**src/rtl/axil_master_ctrl.sv**
```systemverilog
// axil_master_ctrl: turns single command-port requests into AXI-Lite write
// or read transactions and returns the result on a valid/ready response port.
// At most one transaction is outstanding at any time.
// Optional feature macro: AXIL_TIMEOUT_EN. When it is defined, a wait that
// lasts TIMEOUT_CYCLES cycles without BVALID/RVALID is aborted with resp 2'b11.
// When it is undefined, the block waits indefinitely for the response.
module axil_master_ctrl #(
    parameter int ADDR_W         = 32,
    parameter int TIMEOUT_CYCLES = 256
) (
    input  logic              M_AXI_ACLK,
    input  logic              M_AXI_ARESETN,

    // command port
    input  logic              cmd_valid,
    output logic              cmd_ready,
    input  logic              cmd_write,
    input  logic [ADDR_W-1:0] cmd_addr,
    input  logic [31:0]       cmd_wdata,
    input  logic [3:0]        cmd_wstrb,

    // response port
    output logic              rsp_valid,
    input  logic              rsp_ready,
    output logic              rsp_write,
    output logic [31:0]       rsp_rdata,
    output logic [1:0]        rsp_resp,

    // write address channel
    output logic [ADDR_W-1:0] M_AXI_AWADDR,
    output logic              M_AXI_AWVALID,
    input  logic              M_AXI_AWREADY,

    // write data channel
    output logic [31:0]       M_AXI_WDATA,
    output logic [3:0]        M_AXI_WSTRB,
    output logic              M_AXI_WVALID,
    input  logic              M_AXI_WREADY,

    // write response channel
    input  logic [1:0]        M_AXI_BRESP,
    input  logic              M_AXI_BVALID,
    output logic              M_AXI_BREADY,

    // read address channel
    output logic [ADDR_W-1:0] M_AXI_ARADDR,
    output logic              M_AXI_ARVALID,
    input  logic              M_AXI_ARREADY,

    // read data channel
    input  logic [31:0]       M_AXI_RDATA,
    input  logic [1:0]        M_AXI_RRESP,
    input  logic              M_AXI_RVALID,
    output logic              M_AXI_RREADY
);

    typedef enum logic [2:0] {
        IDLE  = 3'd0,
        WADDR = 3'd1,
        WRESP = 3'd2,
        RADDR = 3'd3,
        RDATA = 3'd4,
        RSP   = 3'd5
    } state_t;

    localparam logic [1:0] RESP_TIMEOUT = 2'b11;

    state_t state_reg;
    state_t state_next;

    // captured command
    logic [ADDR_W-1:0] addr_reg;
    logic [31:0]       wdata_reg;
    logic [3:0]        wstrb_reg;
    logic              write_reg;

    // captured response
    logic [31:0]       rdata_reg;
    logic [1:0]        resp_reg;

    // AW and W complete independently; each remembers its own handshake
    logic              aw_done_reg;
    logic              w_done_reg;

    // per-cycle events decoded by the FSM
    logic              cmd_fire;
    logic              aw_fire;
    logic              w_fire;
    logic              b_fire;
    logic              r_fire;
    logic              timeout_hit;
    logic              wait_expired;

`ifdef AXIL_TIMEOUT_EN
    // The counter only has to reach TIMEOUT_CYCLES-1, so clog2 bits suffice.
    localparam int TMR_W = (TIMEOUT_CYCLES > 1) ? $clog2(TIMEOUT_CYCLES) : 1;
    localparam logic [TMR_W-1:0] TMR_LAST = TMR_W'(TIMEOUT_CYCLES - 1);

    logic [TMR_W-1:0] timer_reg;

    // Count cycles spent waiting for B/R; zero on every entry to a wait state.
    always_ff @(posedge M_AXI_ACLK) begin
        if (!M_AXI_ARESETN) begin
            timer_reg <= '0;
        end else if (state_reg == WRESP || state_reg == RDATA) begin
            timer_reg <= timer_reg + 1'b1;
        end else begin
            timer_reg <= '0;
        end
    end

    // The wait is abandoned in the last of TIMEOUT_CYCLES waiting cycles.
    assign wait_expired = (timer_reg == TMR_LAST);
`else
    // Without the timeout feature the wait states never expire.
    assign wait_expired = 1'b0;

    logic unused_timeout_cfg;
    assign unused_timeout_cfg = ^TIMEOUT_CYCLES;
`endif

    // State register; reset abandons any transaction in flight.
    always_ff @(posedge M_AXI_ACLK) begin
        if (!M_AXI_ARESETN) begin
            state_reg <= IDLE;
        end else begin
            state_reg <= state_next;
        end
    end

    // Next state and channel handshake outputs. VALIDs come from state and
    // done flags only, never from the READY inputs.
    always_comb begin
        state_next    = state_reg;
        cmd_ready     = 1'b0;
        rsp_valid     = 1'b0;
        M_AXI_AWVALID = 1'b0;
        M_AXI_WVALID  = 1'b0;
        M_AXI_BREADY  = 1'b0;
        M_AXI_ARVALID = 1'b0;
        M_AXI_RREADY  = 1'b0;
        cmd_fire      = 1'b0;
        aw_fire       = 1'b0;
        w_fire        = 1'b0;
        b_fire        = 1'b0;
        r_fire        = 1'b0;
        timeout_hit   = 1'b0;

        case (state_reg)
            IDLE: begin
                // Held low while reset is asserted so the reset value is 0.
                cmd_ready = M_AXI_ARESETN;
                cmd_fire  = cmd_valid && M_AXI_ARESETN;
                if (cmd_fire) begin
                    state_next = cmd_write ? WADDR : RADDR;
                end
            end

            WADDR: begin
                M_AXI_AWVALID = !aw_done_reg;
                M_AXI_WVALID  = !w_done_reg;
                aw_fire       = !aw_done_reg && M_AXI_AWREADY;
                w_fire        = !w_done_reg && M_AXI_WREADY;
                if ((aw_done_reg || aw_fire) && (w_done_reg || w_fire)) begin
                    state_next = WRESP;
                end
            end

            WRESP: begin
                M_AXI_BREADY = 1'b1;
                b_fire       = M_AXI_BVALID;
                if (b_fire) begin
                    state_next = RSP;
                end else if (wait_expired) begin
                    timeout_hit = 1'b1;
                    state_next  = RSP;
                end
            end

            RADDR: begin
                M_AXI_ARVALID = 1'b1;
                if (M_AXI_ARREADY) begin
                    state_next = RDATA;
                end
            end

            RDATA: begin
                M_AXI_RREADY = 1'b1;
                r_fire       = M_AXI_RVALID;
                if (r_fire) begin
                    state_next = RSP;
                end else if (wait_expired) begin
                    timeout_hit = 1'b1;
                    state_next  = RSP;
                end
            end

            RSP: begin
                rsp_valid = 1'b1;
                if (rsp_ready) begin
                    state_next = IDLE;
                end
            end

            default: begin
                state_next = IDLE;
            end
        endcase
    end

    // Command capture, per-channel done flags and response capture.
    always_ff @(posedge M_AXI_ACLK) begin
        if (!M_AXI_ARESETN) begin
            addr_reg    <= '0;
            wdata_reg   <= '0;
            wstrb_reg   <= '0;
            write_reg   <= 1'b0;
            rdata_reg   <= '0;
            resp_reg    <= '0;
            aw_done_reg <= 1'b0;
            w_done_reg  <= 1'b0;
        end else begin
            if (cmd_fire) begin
                addr_reg    <= cmd_addr;
                wdata_reg   <= cmd_wdata;
                wstrb_reg   <= cmd_wstrb;
                write_reg   <= cmd_write;
                aw_done_reg <= 1'b0;
                w_done_reg  <= 1'b0;
            end
            if (aw_fire) begin
                aw_done_reg <= 1'b1;
            end
            if (w_fire) begin
                w_done_reg <= 1'b1;
            end
            if (b_fire) begin
                resp_reg  <= M_AXI_BRESP;
                rdata_reg <= '0;
            end
            if (r_fire) begin
                resp_reg  <= M_AXI_RRESP;
                rdata_reg <= M_AXI_RDATA;
            end
            if (timeout_hit) begin
                resp_reg  <= RESP_TIMEOUT;
                rdata_reg <= '0;
            end
        end
    end

    // Payloads come straight from the capture registers, so they cannot move
    // while the matching VALID is high.
    assign M_AXI_AWADDR = addr_reg;
    assign M_AXI_ARADDR = addr_reg;
    assign M_AXI_WDATA  = wdata_reg;
    assign M_AXI_WSTRB  = wstrb_reg;

    assign rsp_write    = write_reg;
    assign rsp_rdata    = rdata_reg;
    assign rsp_resp     = resp_reg;

endmodule

```
**config.mk**
```make
export PLATFORM = sky130hd
export DESIGN_NAME = axil_master_ctrl
export DESIGN_NICKNAME = d
export VERILOG_FILES = /design/src/rtl/axil_master_ctrl.sv
export SDC_FILE = /design/constraint.sdc
export NUM_CORES = 1
export LEC_CHECK = 0
export ABC_AREA = 1
export BUFFER_PORTS_ARGS = -buffer_cell sky130_fd_sc_hd__buf_4
export CAP_MARGIN = 20
export CORE_MARGIN = 8
export CORE_UTILIZATION = 25
export DETAILED_ROUTE_END_ITERATION = 7
export PLACE_DENSITY = 0.51
export REMOVE_ABC_BUFFERS = 1
export SLEW_MARGIN = 20
export SYNTH_ARGS = -nofsm -noshare
export SYNTH_HDL_FRONTEND = slang
export SYNTH_SLANG_ARGS = --single-unit
```
**constraint.sdc**
```tcl
create_clock -name M_AXI_ACLK -period 1.85 [get_ports M_AXI_ACLK]
set_input_delay 0.185 -clock M_AXI_ACLK [delete_from_list [all_inputs] [get_ports M_AXI_ACLK]]
set_output_delay 0.185 -clock M_AXI_ACLK [all_outputs]
set_load 0.05 [all_outputs]
```
# Yosys cells after proc, flatten, opt, wreduce, memory -nomap -nowiden
# Index checks and enable logic that the tools add are counted.
dict set report classes {
  eq_ne 11
  n_mux 27
  reduce_logical 13
}
# cell count
set op_table {}
lappend op_table {{2-to-1 mux 32 bit} 2}
lappend op_table {{2-to-1 mux 3 bit} 6}
lappend op_table {{one-hot mux 3 bit (6 select lines)} 1}
lappend op_table {{2-to-1 mux 1 bit} 15}
lappend op_table {{inequality test 2 bit, second input constant} 6}
lappend op_table {{equality test 3 x 2 -> 1 bit, second input constant} 2}
lappend op_table {{equality test 3 bit, second input constant} 2}
lappend op_table {{2-to-1 mux 2 bit} 3}
lappend op_table {{AND reduction 6 bit} 1}
lappend op_table {{nonzero test 2 bit} 3}
lappend op_table {{logical AND 1 bit} 4}
lappend op_table {{equality test 3 x 1 -> 1 bit, second input constant} 1}
lappend op_table {{logical NOT 3 bit} 1}
lappend op_table {{logical NOT 1 bit} 2}
lappend op_table {{logical OR 1 bit} 2}
dict set report totals {
  reg_bits 108
  in_bits 114
  out_inout_bits 142
  word_cells 60
}

# Logic depth before layout (Yosys ltp)
# Gate-level depths: netlist (run 1).
dict set report logic_depth {
  word_depth 6
  ltp_mapped 9
  depth_no_buf 9
}

# Least setup slack after synthesis (run 1)
# No wires, ideal clock.
dict set report synth_path {
  kind {register to register}
  startpoint {register state_reg[2]}
  endpoint {register rdata_reg[10], in the netlist rsp_rdata[10]}
  setup_time_ns 0.143
  t_arrival_ns 1.567
  t_required_ns 1.707
  slack_ns 0.140
  stages_incl_launch_ff 10
  path_buffers 1
  synth_period_minus_slack_ns 1.710
  path_cell_list {dfxtp_1 > inv_2 > nand2_1 > nor2_2 > nand2_2 > nand2_4 > inv_6 > buf_12 > nand2_2 > a21oi_2}
}
dict set report synth_between {
  elab_chain_cells 3
  word_cells_on_any_way 6
  cone_classes {2 x eq/ne; 3 x mux; 1 x reduce/logical}
}
# item line_no
set synth_lines {}
lappend synth_lines {{from (decl)} 68} ;# state_t state_reg;
lappend synth_lines {{from (signal assigned)} 127} ;# state_reg <= state_next;
lappend synth_lines {{equality test 3 bit / equality test 3 x 2 -> 1 bit (equally long branches)} 149} ;# case (state_reg)
lappend synth_lines {{2-to-1 mux 1 bit} 149}
lappend synth_lines {{2-to-1 mux 32 bit / nonzero test 2 bit (equally long branches)} n/a}
lappend synth_lines {{to (signal assigned)} 239} ;# rdata_reg <= '0;
lappend synth_lines {{to (signal assigned)} 243} ;# rdata_reg <= M_AXI_RDATA;
lappend synth_lines {{to (signal assigned)} 247} ;# rdata_reg <= '0;
lappend synth_lines {{to (decl)} 78} ;# logic [31:0] rdata_reg;
# Parallel ways exist; a longest one is shown, timed or not.
# A chain may end at the register's enable or synchronous reset.

# Worst setup path after layout (run 1)
dict set report layout_path {
  startpoint {register state_reg[0]}
  endpoint {output port M_AXI_RREADY}
}
dict set report layout_between {
  elab_chain_cells 2
}
# item line_no
set layout_lines {}
lappend layout_lines {{equality test 3 bit} 149}
lappend layout_lines {{2-to-1 mux 1 bit} 149}
lappend layout_lines {{to (decl)} 54} ;# output logic M_AXI_RREADY
# Every way passes these cells.

==> results.sh, run 1 <==
export IMPL_place_port_buffers=255
export IMPL_worstSkewPairLatency_ps=360
export IMPL_finalInstanceArea_sq_um=6670
export IMPL_hold_depth=3
export IMPL_cts_setup_buffers=0
export IMPL_synth_warning_count=0
export IMPL_syn2layout_area_growth_pct=48.1
export IMPL_grt_setup_unrepaired="false"
export IMPL_grt_pass1_wl_um=22800
export IMPL_dpl_hpwl_um=11000
export IMPL_outcome="finished clean"
export IMPL_most_frequent_standard_cell_in_the_layout_excluding_fill_and_tap_cells="sky130_fd_sc_hd__buf_4"
export IMPL_placed_cell_area_sq_um=6370
export IMPL_routed_wirelength_um=14800
export IMPL_dr_wl_met2_um=6060
export IMPL_synthCells=563
export IMPL_regToRegEndpoint="rsp_rdata[0]$_SDFFE_PN0P_"
export IMPL_met3RoutedLength_um=2010
export IMPL_setup_reg_to_reg_worst_slack_ps=350
export IMPL_ioPinCount=256
export IMPL_fin_total_pwr_w=0.00927
export IMPL_finalSetupViolCount=0
export IMPL_hold_viol_final=0
export IMPL_diodes=0
export IMPL_place_gp_congestion=0.750
export IMPL_cts_reportedPaths_clkPinSlew_ps=80
export IMPL_htree_levels=3
export IMPL_numClockSinks=108
export IMPL_design_core_area_sq_um=17800
export IMPL_m1WireLength_um=6470
export IMPL_number_of_pins_with_negative_max_slew_slack_in_the_final_report=0
export IMPL_setup_worst_path_start="state_reg[0]$_SDFFE_PN0P_"
export IMPL_peakVddDrop_v=0.000551
export IMPL_largest_net_degree_at_the_start_of_global_routing=74
export IMPL_arrival_ps=1550
export IMPL_die_width_um=150
export IMPL_path_max_fanout=33
export IMPL_detail_route_vias_per_cell=4.20
export IMPL_clock_skew_final_ps=12.3
export IMPL_synthDistinctLibCells=22
export IMPL_fp_rows=49
export IMPL_rr_startpoint="state_reg[2]$_SDFFE_PN0P_"
export IMPL_hold_class="in -> reg"
export IMPL_slew_headroom_pct=73.4
export IMPL_first_pass_iters=4
export IMPL_cts_root_buf="sky130_fd_sc_hd__clkbuf_16"
export IMPL_max_cap_viol_count=0
export IMPL_crit_path_start_kind="flop"
export IMPL_number_of_antenna_violations_at_the_first_check_in_global_routing=0
export IMPL_vias=4221
export IMPL_cp_capture_point="M_AXI_RREADY"
export IMPL_cts_buffer_depth=2
export IMPL_cts_tree="done"
export IMPL_worstSetupEndpointType="output port"
export IMPL_cellPowerDensity_nw_per_um2=1390
export IMPL_floorplan_initialDensity_pct=25.3
export IMPL_synth_seq_area_share_pct=48.0
export IMPL_postSynthAreaPerCell_sq_um=8.00
export IMPL_critPathKind="reg -> out"
export IMPL_remaining_drc_errors=0
export IMPL_synthesis_area_sq_um=4510
export IMPL_grt_pass1_vias=4242
export IMPL_layout_cells_most_common_list="sky130_fd_sc_hd__buf_4 (258), sky130_fd_sc_hd__nand2_1 (158), sky130_fd_sc_hd__dfxtp_1 (108)"
export IMPL_drtIter0Drc=126
export IMPL_drt_wirelength_per_cell_um=14.7
export IMPL_yosys_register_bits=108
export IMPL_dr_max_layer_used="met4"
export IMPL_max_slew_worst_pin_slew_ps=399
export IMPL_power_leakage_nw=2.95
export IMPL_post_route_period_util_pct=93.8
export IMPL_cts_made_buffers=9
export IMPL_filler_cell_count=1930
export IMPL_final_net_count=884
export IMPL_dieHeight_um=150
export IMPL_remaining_overflow_grt=0
export IMPL_worstRegToRegCells=8
export IMPL_grt_usage_pct=12.7
export IMPL_drive_gt1_share_pct=45.4
export IMPL_dieArea_sq_um=22600
export IMPL_ant_nets=0
export IMPL_finalCriticalPeriod_ps=1740
export IMPL_worst_ep_required_ps=1660
export IMPL_fmaxAchievable_mhz=576
-- how the worst min path moves through the flow --
stage                  start                            end
2_1_floorplan    cmd_addr[0]   M_AXI_ARADDR[0]$_SDFFE_PN0P_
3_3_place_gp     cmd_addr[1]   M_AXI_ARADDR[1]$_SDFFE_PN0P_
3_5_place_dp     cmd_addr[7]   M_AXI_ARADDR[7]$_SDFFE_PN0P_
4_1_cts        cmd_wdata[14]   M_AXI_WDATA[14]$_SDFFE_PN0P_
5_1_grt         cmd_addr[20]  M_AXI_ARADDR[20]$_SDFFE_PN0P_
6_report       cmd_wdata[14]   M_AXI_WDATA[14]$_SDFFE_PN0P_
-- where the power goes --
group          switching [W]  internal (W)
combinational        0.00305       0.00126
sequential          0.000296       0.00273
clock               0.000978      0.000952
total                0.00433       0.00494
-- repair_timing --
item / CTS / global route
endpoints found under the hold margin: 0 / 0
resized for setup: 1 / 1
hold buffers: 0 / 0
endpoints found under the setup margin: 1 / 1
-- kinds of logic after synthesis --
| logic type | share of synthesized area [%] |
|---|---|
| AND/OR/NAND/NOR | 25.0 |
| AO/OA/AOI/OAI | 14.9 |
| flip-flops | 48.0 |
| buffers and inverters | 12.1 |
-- cells in the mapped netlist --
cell	instances	area (sq um)
sky130_fd_sc_hd__nand2_2	33	206
sky130_fd_sc_hd__inv_6	1	8.76
sky130_fd_sc_hd__buf_12	3	60.1
sky130_fd_sc_hd__nand4_1	1	6.26
sky130_fd_sc_hd__nand3_1	38	190
sky130_fd_sc_hd__buf_2	10	50.1
sky130_fd_sc_hd__nor2_4	1	11.3
sky130_fd_sc_hd__inv_1	15	56.3
sky130_fd_sc_hd__dfxtp_1	108	2160
sky130_fd_sc_hd__o21ai_1	14	70.1
sky130_fd_sc_hd__clkbuf_1	15	56.3
sky130_fd_sc_hd__a21oi_2	30	263
sky130_fd_sc_hd__nand2_4	2	22.5
sky130_fd_sc_hd__buf_4	40	300
sky130_fd_sc_hd__nor2_1	18	67.6
sky130_fd_sc_hd__nor3_1	2	10.0
sky130_fd_sc_hd__nand3b_1	1	7.51
sky130_fd_sc_hd__nand2_1	158	593
sky130_fd_sc_hd__o21ai_0	61	305
sky130_fd_sc_hd__a21oi_1	7	35.0
sky130_fd_sc_hd__nor2_2	2	12.5
sky130_fd_sc_hd__inv_2	3	11.3
-- metal layers --
layer | GRT usage (%) | vias up
met5 | 0 | -
met4 | 4.50 | 0
met3 | 6.46 | 11
met2 | 18.0 | 182
met1 | 16.1 | 1839
li1 | - | 2189
-- metrics by stage --
stage	setup WS [ps]	setup TNS [ps]	std cells	util, %	hold WS [ps]
6_report	115	0	1004	37.4	22.7
5_1_grt	23.1	0	1004	37.4	4.01
4_1_cts	53.3	0	1004	37.4	2.89
3_5_place_dp	357	0	988	35.7	390
3_3_place_gp	365	0	988	35.7	382
2_1_floorplan	-1620	-100010	495	-	298
-- worst max-delay path, stage by stage, from the launching register on --
cell and delay, ps:
sky130_fd_sc_hd__dfxtp_1 390, sky130_fd_sc_hd__nor2_4 180, sky130_fd_sc_hd__nand2_2 80, sky130_fd_sc_hd__inv_2 90
sky130_fd_sc_hd__buf_8 220, sky130_fd_sc_hd__buf_4 240
-- layout make-up --
class	instances	area, sq um	area share (%)
clock buffers	9	225	3.37
repair buffers	264	2050	30.7
well taps	229	287	4.29
multi-input cells	368	1810	27.1
inverters	19	76.3	1.14
flip-flops and latches	108	2160	32.4
clock inverters	7	66.3	0.994
Power figures use the tool's default switching activity.
==> run 2, diff against run 1 <==
ABC_AREA = 0   (was 1)
PLACE_DENSITY = 0.53   (was 0.51)
==> run 2 against run 1 <==
  * Combinational power is 2% higher
  * Via count shrank 3.5%
  * Sequential cell count is the same
  * First-iteration DRC count grew 96%
  * Sequential share of layout area up 1.1 points
  * Power increased by 4.1%
  * Critical endpoint is now M_AXI_AWVALID
  * Largest power group unchanged
  * Cell area decreased by 3.1%
  * Count of clock-buffer cells in the layout did not move
  * Die area shrank 7.8%
  * Cell count fell by 7.1%
==> results.sh, run 2 <==
export IMPL_finalSetupViolCount=0
export IMPL_power_share_clock_pct=23.0
export IMPL_hold_class="in -> reg"
export IMPL_ys_top_cells_by_count="sky130_fd_sc_hd__nand2_1 (141), sky130_fd_sc_hd__dfxtp_1 (108), sky130_fd_sc_hd__nand3_1 (70), sky130_fd_sc_hd__nor2_1 (39)"
export IMPL_cts_root_buf="sky130_fd_sc_hd__clkbuf_16"
export IMPL_ant_nets=0
export IMPL_reg_power_share_pct=31.6
export IMPL_synth_seq_area_share_pct=52.5
export IMPL_outcome="finished clean"
export IMPL_number_of_enable_type_register_cells_in_the_synthesized_netlist=0
export IMPL_cellPowerDensity_nw_per_um2=1490
export IMPL_netlist_area_leader_share_pct=52.5
export IMPL_p_int_w=0.00542
export IMPL_arrival_ps=1590
export IMPL_grt_util_met1_pct=15.2
export IMPL_htree_levels=3
export IMPL_grt_pass1_vias=4052
export IMPL_most_frequent_standard_cell_in_the_layout_excluding_fill_and_tap_cells="sky130_fd_sc_hd__buf_4"
export IMPL_drt_wirelength_per_cell_um=15.3
export IMPL_layout_cells_most_common_list="sky130_fd_sc_hd__buf_4 (263), sky130_fd_sc_hd__nand2_1 (140), sky130_fd_sc_hd__dfxtp_1 (107)"
export IMPL_die_width_um=144
export IMPL_synth_warning_count=0
export IMPL_cts_tree="done"
export IMPL_remaining_overflow_grt=0
export IMPL_number_of_antenna_violations_at_the_first_check_in_global_routing=0
export IMPL_place_port_buffers=255
export IMPL_place_gp_congestion=0.814
export IMPL_detail_route_vias_per_cell=4.37
export IMPL_max_cap_viol_count=0
export IMPL_power_leakage_nw=3.23
export IMPL_grt_use_met3_pct=5.38
export IMPL_path_max_fanout=12
export IMPL_synthMuxAreaShare_pct=1.28
export IMPL_dp_worst_setup_slack_ps=131
export IMPL_numClockSinks=108
export IMPL_drive_gt1_share_pct=42.1
export IMPL_power_switching_share_pct=43.8
export IMPL_grt_busiest_layer="met2"
export IMPL_clock_skew_final_ps=5.66
export IMPL_post_synth_top_count_cell="sky130_fd_sc_hd__nand2_1"
export IMPL_synth_top_cells_by_area="sky130_fd_sc_hd__dfxtp_1 (53%), sky130_fd_sc_hd__nand2_1 (13%), sky130_fd_sc_hd__nand3_1 (8.5%), sky130_fd_sc_hd__a22oi_1 (6.2%), sky130_fd_sc_hd__buf_4 (6.2%)"
export IMPL_placed_cell_area_sq_um=6050
export IMPL_first_pass_iters=4
export IMPL_grt_usage_pct=12.9
export IMPL_grt_pass1_wl_um=21300
export IMPL_floorplan_initialDensity_pct=25.2
export IMPL_peakVddDrop_v=0.000646
export IMPL_fmaxAchievable_mhz=563
export IMPL_fp_rows=47
export IMPL_worst_ep_required_ps=1660
export IMPL_syn2layout_area_growth_pct=57.2
export IMPL_final_net_count=822
export IMPL_largest_net_degree_at_the_start_of_global_routing=39
export IMPL_synthDistinctLibCells=30
export IMPL_drtIter0Drc=247
export IMPL_hold_viol_final=0
export IMPL_main_combinational_cell_family_by_area_after_synthesis="simple AND/OR/NAND/NOR gates"
export IMPL_cts_made_buffers=9
export IMPL_yosys_register_bits=108
export IMPL_dieHeight_um=144
export IMPL_routed_wirelength_um=14200
export IMPL_worst_path_max_delay_cell="sky130_fd_sc_hd__or3b_4"
export IMPL_power_switching_w=0.00422
export IMPL_critPathKind="reg -> out"
export IMPL_vias=4075
export IMPL_share_comb_of_total_power_pct=45.5
export IMPL_top_cell_type_by_total_area_after_synthesis="sky130_fd_sc_hd__dfxtp_1"
export IMPL_remaining_drc_errors=0
export IMPL_worstSetupEndpointType="output port"
export IMPL_finalInstanceArea_sq_um=6470
export IMPL_number_of_pins_with_negative_max_slew_slack_in_the_final_report=0
export IMPL_met2_usage_pct=20.8
export IMPL_synth_main_ff_cell="sky130_fd_sc_hd__dfxtp_1"
export IMPL_synthCells=494
export IMPL_crit_path_max_incr_delay_ps=430
export IMPL_design_core_area_sq_um=16300
export IMPL_dieArea_sq_um=20800
export IMPL_synth_compound_area_share_pct=7.78
export IMPL_postSynthAreaPerCell_sq_um=8.33
export IMPL_grt_setup_unrepaired="true"
export IMPL_slew_headroom_pct=50.6
export IMPL_max_slew_worst_pin_slew_ps=739
export IMPL_synthesis_area_sq_um=4120
export IMPL_finalCriticalPeriod_ps=1780
export IMPL_post_route_worst_setup_slack_ps=74.3
export IMPL_synthAdderAreaFrac_pct=0
export IMPL_post_synth_and_or_nand_nor_area_fraction_pct=28.3
export IMPL_timing_critical_path_cells="buf_6, or3b_4, nor2_4, buf_8"
export IMPL_worstSkewPairLatency_ps=340
export IMPL_dpl_hpwl_um=10900
export IMPL_ys_async_sr_fraction_pct=0
export IMPL_post_route_period_util_pct=96.0
export IMPL_cts_reportedPaths_clkPinSlew_ps=70
export IMPL_diodes=0
export IMPL_synthXorXnorAreaFrac_pct=0
export IMPL_cts_setup_buffers=0
export IMPL_cts_buffer_depth=2
export IMPL_crit_path_start_kind="flop"
export IMPL_ioPinCount=256
run 2: changes by cell type after synthesis, moves of 21 or more:
cell	delta
sky130_fd_sc_hd__nand3_1	+32
sky130_fd_sc_hd__a22oi_1	+34
sky130_fd_sc_hd__a21oi_2	-30
sky130_fd_sc_hd__o21ai_0	-61
sky130_fd_sc_hd__nand2_2	-33
sky130_fd_sc_hd__nor2_1	+21
run 2: path summary, 6_finish.rpt:
check                         startpoint                            end  slack [ps]  cells after the start
max            state_reg[0]$_SDFFE_PN0P_                  M_AXI_AWVALID          70                      4
min                         cmd_addr[18]  M_AXI_ARADDR[18]$_SDFFE_PN0P_          20                      3
max reg2reg    state_reg[2]$_SDFFE_PN0P_      rsp_rdata[5]$_SDFFE_PN0P_         210                      5
min reg2reg  M_AXI_WDATA[5]$_SDFFE_PN0P_    M_AXI_WDATA[5]$_SDFFE_PN0P_         450                      2
run 2: metrics by stage:
| stage | util [%] | instances | hold WS (ps) | power, W | setup TNS (ps) |
|---|---|---|---|---|---|
| final | 39.6 | 933 | 18.4 | 0.00964 | 0 |
| after global routing | 39.6 | 933 | 2.26 | 0.0101 | -3.53 |
| after CTS | 39.4 | 932 | 0.221 | 0.00976 | 0 |
| after detailed placement | 37.0 | 914 | 371 | 0.00745 | 0 |
| after global placement | 37.0 | 914 | 367 | 0.00741 | -3200 |
| after floorplan | - | 425 | 284 | 0.00584 | -188130 |
run 2: cell families after synthesis:
| family | Yosys count |
|---|---|
| AO/OA/AOI/OAI | 44 |
| buffers and inverters | 71 |
| flip-flops | 108 |
| multiplexers | 5 |
| AND/OR/NAND/NOR | 266 |
run 2: critical path, delay by kind of cell, from the launching register on:
kind / cells / cell delay [ps]
buffers and inverters: 2 / 310
flip-flops: 1 / 380
AND/OR/NAND/NOR: 2 / 550
run 2: final cells by class:
cell class                      instances  area (sq um)
Timing Repair Buffer                  272          2090
Fill cell                            1677          9880
Sequential cell                       108          2170
Clock inverter                          7           123
Multi-Input combinational cell        315          1580
Clock buffer                            9           225
Tap cell                              220           275
Inverter                                2          7.51
run 2: repair_timing:
item / CTS / global route
resized for setup: 7 / 5
cloned: 0 / 0
setup endpoints to repair: 2 / 3
endpoints found under the hold margin: 2 / 1
hold buffers: 2 / 1
run 2: power groups by stage:
stage	Clock, W	Sequential, W	Combinational, W
3_3_place_gp	0	0.00306	0.00435
4_1_cts	0.00231	0.00304	0.00441
3_5_place_dp	0	0.00308	0.00437
2_1_floorplan	0	0.00502	0.000825
5_1_grt	0.00242	0.00311	0.00461
6_report	0.00222	0.00304	0.00438
run 2: routing by layer:
metal,wire length [um],share of wire (%),vias up
met5,0,0,-
met4,188,1.3,0
met3,1690,12,13
met2,6490,46,181
met1,5880,41,1852
li1,-,-,2029
==> run 3, diff against run 2 <==
HOLD_SLACK_MARGIN = 0.08   (was default)
==> run 3 against run 2 <==
  * Setup slack improved by 8.3 ps
  * Core utilization rose by 4.6 points
  * Clock skew barely moved
  * Cell count rose by 8.0%
  * Critical endpoint unchanged
  * Largest cell class is now non-clock buffers
==> results.sh, run 3 (synthesized netlist as in run 2, its figures left out) <==
export IMPL_slew_headroom_pct=50.5
export IMPL_fin_total_pwr_w=0.00982
export IMPL_numClockSinks=108
export IMPL_fin_util_pct=44.2
export IMPL_remaining_overflow_grt=0
export IMPL_crit_path_start_kind="flop"
export IMPL_peakVddDrop_v=0.000737
export IMPL_critPathKind="reg -> out"
export IMPL_max_slew_worst_pin_slew_ps=740
export IMPL_cts_tree="done"
export IMPL_number_of_pins_with_negative_max_slew_slack_in_the_final_report=0
export IMPL_grt_setup_unrepaired="false"
export IMPL_place_gp_congestion=0.814
export IMPL_path_max_fanout=12
export IMPL_max_cap_viol_count=0
export IMPL_power_leakage_nw=3.55
export IMPL_htree_levels=3
export IMPL_hold_viol_final=0
export IMPL_dieArea_sq_um=20800
export IMPL_filler_cell_count=1579
export IMPL_hold_class="in -> reg"
export IMPL_arrival_ps=1580
export IMPL_min_delay_start="M_AXI_RDATA[7]"
export IMPL_cts_reportedPaths_clkPinSlew_ps=70
export IMPL_post_route_period_util_pct=95.5
export IMPL_first_pass_iters=4
export IMPL_design_core_area_sq_um=16300
export IMPL_clock_skew_final_ps=5.17
export IMPL_ant_nets=0
export IMPL_most_frequent_standard_cell_in_the_layout_excluding_fill_and_tap_cells="sky130_fd_sc_hd__buf_4"
export IMPL_drtIter0Drc=239
export IMPL_vias=4404
export IMPL_whs_ps=98.4
export IMPL_fin_cells=1008
export IMPL_post_route_worst_setup_slack_ps=82.5
export IMPL_floorplan_initialDensity_pct=25.2
export IMPL_grt_pass1_vias=4439
export IMPL_rr_startpoint="state_reg[2]$_SDFFE_PN0P_"
export IMPL_fp_rows=47
export IMPL_place_port_buffers=255
export IMPL_cts_made_buffers=9
export IMPL_grt_pass1_wl_um=23000
export IMPL_layout_cells_most_common_list="sky130_fd_sc_hd__buf_4 (263), sky130_fd_sc_hd__nand2_1 (140), sky130_fd_sc_hd__dfxtp_1 (107)"
export IMPL_grt_usage_pct=13.9
export IMPL_outcome="finished clean"
export IMPL_syn2layout_area_growth_pct=75.6
export IMPL_multiInputGateArea_sq_um=1590
export IMPL_cts_buffer_depth=2
export IMPL_number_of_antenna_violations_at_the_first_check_in_global_routing=1
export IMPL_cts_root_buf="sky130_fd_sc_hd__clkbuf_16"
export IMPL_worstSetupEndpointType="output port"
export IMPL_final_seq_area_sq_um=2170
export IMPL_hold_depth=3
export IMPL_largest_net_degree_at_the_start_of_global_routing=39
export IMPL_cellPowerDensity_nw_per_um2=1360
export IMPL_finalSetupViolCount=0
export IMPL_worstRegToRegCells=5
export IMPL_dpl_hpwl_um=10900
export IMPL_final_net_count=896
export IMPL_cts_setup_buffers=0
export IMPL_detail_route_vias_per_cell=4.37
export IMPL_remaining_drc_errors=0
export IMPL_dieHeight_um=144
export IMPL_worstSkewPairLatency_ps=340
export IMPL_worst_ep_required_ps=1660
export IMPL_ioPinCount=256
export IMPL_placed_cells_incl_taps=914
export IMPL_finalCriticalPeriod_ps=1770
export IMPL_drive_gt1_share_pct=38.1
export IMPL_setup_worst_path_start="state_reg[0]$_SDFFE_PN0P_"
export IMPL_routed_wirelength_um=15100
export IMPL_dp_worst_setup_slack_ps=131
export IMPL_drt_wirelength_per_cell_um=15.0
export IMPL_die_width_um=144
export IMPL_fmaxAchievable_mhz=566
run 3: changes by cell type in the layout (fill, tap and decap cells not counted), sizes merged:
cell         delta
dlygate4sd3    +74
diode           +1
run 3: final timing paths:
path                                                      to  slack (ps)
worst max-delay path                           M_AXI_AWVALID          80
worst max register to register     rsp_rdata[5]$_SDFFE_PN0P_         200
worst min register to register  M_AXI_WDATA[25]$_SDFFE_PN0P_         450
worst min-delay path               rsp_rdata[7]$_SDFFE_PN0P_         100
run 3: report_power, final:
group	leakage, nW	internal [W]	switching (W)
sequential	0.883	0.00276	0.000294
combinational	2.50	0.00145	0.00310
clock	0.168	0.00134	0.000881
total	3.55	0.00554	0.00428
run 3: cell type report:
type | instances | share of cell area, %
clock buffers | 9 | 3.12
flip-flops and latches | 108 | 30.0
clock inverters | 7 | 1.70
well taps | 220 | 3.81
diodes | 1 | 0.0346
repair buffers | 346 | 39.3
multi-input cells | 315 | 22.0
inverters | 2 | 0.104
run 3: worst max-delay path, cell delays in order, from the launching register on:
cell and delay (ps):
sky130_fd_sc_hd__dfxtp_4 380, sky130_fd_sc_hd__buf_8 150, sky130_fd_sc_hd__or3b_4 430, sky130_fd_sc_hd__nor2_4 120, sky130_fd_sc_hd__buf_8 160
run 3: stage by stage:
| step | TNS [ps] | area, sq um |
|---|---|---|
| floorplan | -188130 | 3710 |
| global placement | -3200 | 6050 |
| detailed placement | 0 | 6050 |
| CTS | 0 | 7190 |
| global route | 0 | 7230 |
| finish | 0 | 7230 |
run 3: timing repair:
item | CTS | global route
hold endpoints to repair | 77 | 0
hold buffers | 77 | 0
endpoints found under the setup margin | 2 | 3
gates resized for setup | 7 | 8
run 3: metal layers:
layer	share of wire (%)	vias up	GRT usage, %
li1	-	2180	-
met1	40	2017	15.8
met2	47	192	23.1
met3	11	15	5.25
met4	1.6	0	5.31
met5	0	-	0
